`config.mk`:
```
export PLATFORM = sky130hd
export DESIGN_NAME = shared_mul_gf2n_hs
export DESIGN_NICKNAME = d
export VERILOG_FILES = /design/src/rtl/shared_mul_gf2n_hs.sv
export SDC_FILE = /design/constraint.sdc
export NUM_CORES = 1
export LEC_CHECK = 0
export CAP_MARGIN = 0
export CORE_MARGIN = 4
export CORE_UTILIZATION = 40
export CTS_BUF_LIST = sky130_fd_sc_hd__clkbuf_4 sky130_fd_sc_hd__clkbuf_8
export CTS_CLUSTER_SIZE = 12
export DETAILED_ROUTE_END_ITERATION = 7
export PLACE_DENSITY = 0.71
export SYNTH_ARGS = -nofsm -noshare
export SYNTH_HDL_FRONTEND = slang
export SYNTH_SLANG_ARGS = --single-unit
```
`constraint.sdc`:
```
create_clock -name ClkxCI -period 2.5 [get_ports ClkxCI]
set_clock_uncertainty 0.2 [all_clocks]
set_input_delay 0.375 -clock ClkxCI [delete_from_list [all_inputs] [get_ports ClkxCI]]
set_output_delay 0.375 -clock ClkxCI [all_outputs]
set_load 0.01 [all_outputs]
```
`src/rtl/shared_mul_gf2n_hs.sv`:
```
// DOM-indep masked multiplier over GF(2^N), any share count.
// Cross terms are refreshed and registered before compression.
module shared_mul_gf2n_hs #(
  parameter int         N      = 2,
  parameter logic [N:0] POLY   = 3'b111,
  parameter int         SHARES = 2,
  parameter int         OUTREG = 0
) (
  input  logic                            ClkxCI,
  input  logic                            RstxBI,
  input  logic [N*SHARES-1:0]             _XxDI,
  input  logic [N*SHARES-1:0]             _YxDI,
  input  logic [N*SHARES*(SHARES-1)/2-1:0] _ZxDI,
  input  logic                            InValidxSI,
  output logic                            InReadyxSO,
  output logic [N*SHARES-1:0]             _QxDO,
  output logic                            OutValidxSO,
  input  logic                            OutReadyxSI
);

  function automatic logic [N-1:0] gf_mul(
    input logic [N-1:0] a,
    input logic [N-1:0] b
  );
    logic [N-1:0] r;
    logic [N-1:0] t;
    r = '0;
    t = a;
    for (int k = 0; k < N; k++) begin
      if (b[k]) r = r ^ t;
      t = t[N-1] ? ((t << 1) ^ POLY[N-1:0]) : (t << 1);
    end
    return r;
  endfunction

  function automatic int pidx(input int i, input int j);
    int a;
    int b;
    a = (i < j) ? i : j;
    b = (i < j) ? j : i;
    return a + b * (b - 1) / 2;
  endfunction

  logic [N-1:0]        r_ff  [SHARES][SHARES];
  logic [N-1:0]        w_nxt [SHARES][SHARES];
  logic [N*SHARES-1:0] w_cmp;
  logic                r_v1;
  logic                w_acc;
  logic                w_cons;

  always_comb begin
    for (int i = 0; i < SHARES; i++) begin
      for (int j = 0; j < SHARES; j++) begin
        w_nxt[i][j] = gf_mul(_XxDI[i*N +: N], _YxDI[j*N +: N]);
        if (i != j)
          w_nxt[i][j] = w_nxt[i][j] ^ _ZxDI[pidx(i, j)*N +: N];
      end
    end
  end

  // Compression sees registered terms only
  always_comb begin
    w_cmp = '0;
    for (int i = 0; i < SHARES; i++) begin
      for (int j = 0; j < SHARES; j++) begin
        w_cmp[i*N +: N] = w_cmp[i*N +: N] ^ r_ff[i][j];
      end
    end
  end

  assign InReadyxSO = ~r_v1 | w_cons;
  assign w_acc      = InValidxSI & InReadyxSO;

  always_ff @(posedge ClkxCI or negedge RstxBI) begin
    if (!RstxBI) begin
      r_v1 <= 1'b0;
      for (int i = 0; i < SHARES; i++) begin
        for (int j = 0; j < SHARES; j++) begin
          r_ff[i][j] <= '0;
        end
      end
    end else begin
      r_v1 <= w_acc | (r_v1 & ~w_cons);
      if (w_acc) r_ff <= w_nxt;
    end
  end

  if (OUTREG != 0) begin : g_oreg
    logic [N*SHARES-1:0] r_qr;
    logic                r_v2;
    logic                w_adv2;

    assign w_adv2 = r_v1 & (~r_v2 | OutReadyxSI);

    always_ff @(posedge ClkxCI or negedge RstxBI) begin
      if (!RstxBI) begin
        r_qr <= '0;
        r_v2 <= 1'b0;
      end else begin
        r_v2 <= w_adv2 | (r_v2 & ~OutReadyxSI);
        if (w_adv2) r_qr <= w_cmp;
      end
    end

    assign _QxDO       = r_qr;
    assign OutValidxSO = r_v2;
    assign w_cons      = w_adv2;
  end else begin : g_comb
    assign _QxDO       = w_cmp;
    assign OutValidxSO = r_v1;
    assign w_cons      = OutReadyxSI;
  end

endmodule

```
Yosys cells after proc, flatten, opt, wreduce, memory -nomap -nowiden
Cells that the tools add are included.
Storage, ports and cells
  word-level logic and storage cells: 31
  input port bits: 14
  bits in registers: 9
  output and inout port bits: 6
Cells by class
  bitwise gates (word level): 16
  mux-type cells: 10
Operators with widths (count)
  2-bit 2-to-1 mux: 10
  2-bit XOR: 8
  2-bit inverter: 2
  1-bit AND: 2
  1-bit inverter: 2
  1-bit bitwise OR: 2

Depth between registers and ports, before layout
  depth in word-level cells: 5
  depth in mapped cells: 5
  gate-level depth less buffers: 4

Worst setup path after synthesis
No wires, ideal clock.
  path type: reg-to-reg
  start: register r_v1 (netlist: OutValidxSO)
  end: register r_ff[3] in the netlist's numbering
  setup slack: 1.054 ns
  arrival time: 1.160 ns
  buffers on the path: 0
  library setup time: 0.087 ns
  required time: 2.213 ns
  cell stages (with the launch flop): 5
  clock period less this slack: 1.446 ns
  cell sequence: dfrtp_1 > nand2b_1 > nand2_1 > or2_2 > o211ai_1
Between the ends
  longest elaborated chain between the ends: 3
RTL lines
  start, declared: RTL line 47  | logic r_v1;
  start signal, assigned: RTL line 83  | r_v1 <= w_acc | (r_v1 & ~w_cons);
  1-bit inverter: RTL line 71  | assign InReadyxSO = ~r_v1 | w_cons;
  1-bit bitwise OR: RTL line 71
  net InReadyxSO: RTL line 15  | output logic InReadyxSO,
  1-bit AND: RTL line 72  | assign w_acc = InValidxSI & InReadyxSO;
  end signal, assigned: RTL line 84  | if (w_acc) r_ff <= w_nxt;
  end, declared: RTL line 44  | logic [N-1:0] r_ff [SHARES][SHARES];
The timed path passes the listed nets, and every way through them passes these cells.
A chain may end at the register's enable or synchronous reset.

Final worst setup path
  start: input port OutReadyxSI
  end: output port InReadyxSO
Between the ends
  longest elaborated chain between the ends: 1
RTL lines
  start, declared: RTL line 18  | input logic OutReadyxSI
  1-bit bitwise OR: RTL line 71
  end, declared: RTL line 15
No other way between the ends.

==> impl.org <==
** Run status
- Result of the run :: finished, final reports clean

** Cells and area
- Post-synthesis to final-layout area growth :: 38.98%
- Antenna cells :: 0
- Layout filler cell count :: 135
- The count of cells in the finished layout, fillers not included, comes to 108.
- For this run, the post-layout net count is 108.
- In the layout the commonest cells are nand2_1 (19), clkdlybuf4s50_1 (19), dfrtp_1 (9).
- Cells with a size suffix above 1 make up 12.90% of the layout.
- Summed area of non-filler cells in the final layout :: 852.1 µm²

** Detailed routing
- After detailed routing, the average wire length per cell comes to 11.43 µm.
- Drt total wl :: 1.234 mm
- The first detailed-routing pass took 3 iterations.
- After detailed routing, the number of vias per cell comes to 5.176.
- For this block, the initial DRC count from the detailed router was 5.
- The detailed router placed 559 vias in this run.
- Once detail routing completed, the nets flagged for antenna violations numbered 0.
- Drt drc :: 0

** Yosys
- Distinct cell type count after synthesis :: 23
- Counting flops with a built-in enable in the synthesized netlist gives 0.
- Yosys warnings :: 0
- Share of flip-flops with an asynchronous set or reset after synthesis :: 100.0%
- Net count after synthesis :: 84
- The share of the Yosys chip area taken by registers is 36.73%.
- Synthesized instance count :: 70
- Each instance of the synthesized netlist takes up on average 8.758 µm².
- #FFs+latches synth :: 9
- For this run, the leading register cell type out of synthesis is dfrtp_1.
- Cell area after synthesis :: 613.1 µm²

** STA
- Transition time at the pin with the least slew margin :: 0.3899 ns
- The tightest hold path in the finished design has a slack of 0.2134 ns.
- Total negative slack :: 0 ns
- Pins Over Slew Limit :: 0
- Min Tclk post-route :: 2.136 ns
- The final hold violation count is 0.
- Setup violations remaining at the end of the flow were counted as 0.
- Slew HR :: 73.93%
- Post-route clock period utilization :: 85.43%
- Setup repair after global routing left no endpoint under its margin.
- Upper clock frequency limit :: 0.4682 GHz

** GRT
- The number of antenna violations at the first check in global routing came to 0.
- The number of global-route vias before repair came to 499.
- Entering global routing, the biggest net connects 11 pins.
- Wire length of the first global-routing pass :: 1.994 mm
- Overall Global Routing Usage :: 12.77%
- Overflow left after global routing :: 0

** Floorplanning
- The initial utilization of the core area, before any placement, comes to 44.87%.
- Core area :: 1366 µm²
- For this design the top-level I/O count stands at 20.
- Area of the die :: 2223 µm²
- The die is 47.15 µm tall.
- Row count :: 13
- The floorplan step set the die width to 47.15 µm.

** Clock tree
- Clock latency on the worst-skew pair, taken at its later pin, is 0.25 ns.
- Gates resized during post-CTS repair numbered 0.
- In this run, post-CTS hold repair placed 0 buffers.
- Clock tree root buffer cell :: clkbuf_4
- TritonCTS built the clock tree.
- Buffers inserted during clock tree synthesis total 3.
- CTS saw 9 sinks.
- In this run the deepest clock path goes through 2 buffers.
- In this run the post-CTS setup repair buffer count came out at 0.
- CTS built an H-tree with a depth of 1.
- After clock tree synthesis, the clock-pin slew on the worst setup and hold paths is 0.06 ns.

** Power and ir drop
- Part of the power in registers :: 39.5%
- Proportion of power drawn by combinational gates :: 35.6%
- VDD sags by at most 205.6 µV.
- The internal portion of the total power is 0.0003377 W.
- The analysis attributes to net switching a power of 0.0001299 W.
- Switching share of power :: 27.78%
- The completed layout was analyzed and its total power is 0.0004676 W.
- In this run the static leakage power is 0.3597 nW.
- Clock share of power :: 24.9%
- Areal power density over the cells :: 548.8 nW/µm²

** Placement
- DP HPWL :: 1.009 mm
- Routability-driven placement finished with a final weighted congestion of 0.7104.
- # placed instances :: 104
- Summing all placed instances gives a cell area of 822.0 µm².
- Port Buffer Count :: 19

** Critical path
- List of cells traversed by the critical path :: clkdlybuf4s50_1 -> nand2b_1 -> clkdlybuf4s50_1
- Standard cell with the maximum stage delay on the critical path :: clkdlybuf4s50_1
- The setup path with the least slack is of type in -> out.
- Critical path endpoint category :: primary output
- Maximum cell stage delay along the critical path :: 0.56 ns
- The critical path contains buffers and inverters numbering 2 combined.
- Largest delay share family, worst path :: buffers and inverters
- Top cell by count, worst path :: clkdlybuf4s50_1
- Data required time at the worst endpoint :: 1.92 ns
- For the worst setup path, the data arrival time is 1.56 ns.
- Nature of the critical path startpoint :: input pin
- Maximum net fanout on the critical path :: 5

** Flow run
- The tool flagged a number of max-cap violations equal to 0.

** Min path
- Hold Path Class :: in -> async
## area by class of cell
| class | count | area [µm²] | share of cell area, % |
|---|---|---|---|
| clock buffer | 4 | 30.03 | 3.524 |
| inverter | 1 | 3.754 | 0.4405 |
| multi-input combinational | 59 | 376.6 | 44.20 |
| sequential | 9 | 225.2 | 26.43 |
| tap | 15 | 18.77 | 2.203 |
| timing repair buffer | 20 | 197.7 | 23.20 |
## worst register-to-register path, cell delays in order, from the launching register on
cell and delay (ns):
dfrtp_1 0.38, nand2b_1 0.15, nand2_1 0.17, buf_4 0.21
a21oi_1 0.14, o211ai_1 0.09
## synthesized netlist by cell type, types with 2 or more instances
master	number	area share [%]
a22oi_1	2	2.4
xor2_1	6	8.6
mux2_2	5	9.2
o21ai_0	6	4.9
nor2_1	2	1.2
nand2_1	19	12
nand2b_1	2	2.0
xnor2_1	5	7.1
dfrtp_1	9	37
## final timing paths
path                        startpoint          to  slack [ns]  depth (start not counted)
min reg2reg                    r_ff[4]     r_ff[4]        0.30                          2
min in group ClkxCI            r_ff[4]     r_ff[4]        0.30                          2
max                        OutReadyxSI  InReadyxSO        0.36                          3
max reg2reg                OutValidxSO     r_ff[3]        1.04                          5
max in group asynchronous       RstxBI     r_ff[5]        1.61                          1
min                             RstxBI     r_ff[1]        0.21                          1
## flip-flops by register name (all words and copies together), names as in the netlist
register and count:
OutValidxSO 1, r_ff 8
## routing by layer
layer  track usage (%)  routed length [µm]  vias to the layer above
li1                  -                   -                      286
met1             15.24                 536                      256
met2             22.49                 608                       15
met3             2.299                  76                        2
met4             4.972                  12                        0
met5                 0                   0                        -
## power by group through the flow
stage,Clock (W),Combinational [W],Sequential (W)
floorplan,0,0.0000795,0.000184
global placement,0,0.000166,0.000186
detailed placement,0,0.000168,0.000188
CTS,0.000121,0.000170,0.000185
global route,0.000126,0.000185,0.000187
finish,0.000116,0.000166,0.000185
## stage by stage
step | worst slack [ns] | utilization, %
6_report | 0.3642 | 62.36
2_1_floorplan | 1.054 | -
5_1_grt | 0.3285 | 62.36
3_3_place_gp | 0.3723 | 60.16
4_1_cts | 0.3645 | 62.36
3_5_place_dp | 0.3749 | 60.16
## kinds of logic (layout without fill, tap and decap cells)
kind of cell           after synthesis  count (layout)  share of synthesized area (%)
buffers and inverters                2              25                          1.837
multiplexers                         5               5                          9.183
AND/OR/NAND/NOR                     30              30                          22.86
XOR/XNOR                            11              11                          15.71
AO/OA/AOI/OAI                       13              13                          13.67
flip-flops                           9               9                          36.74
(Power assumes the default switching activity.)
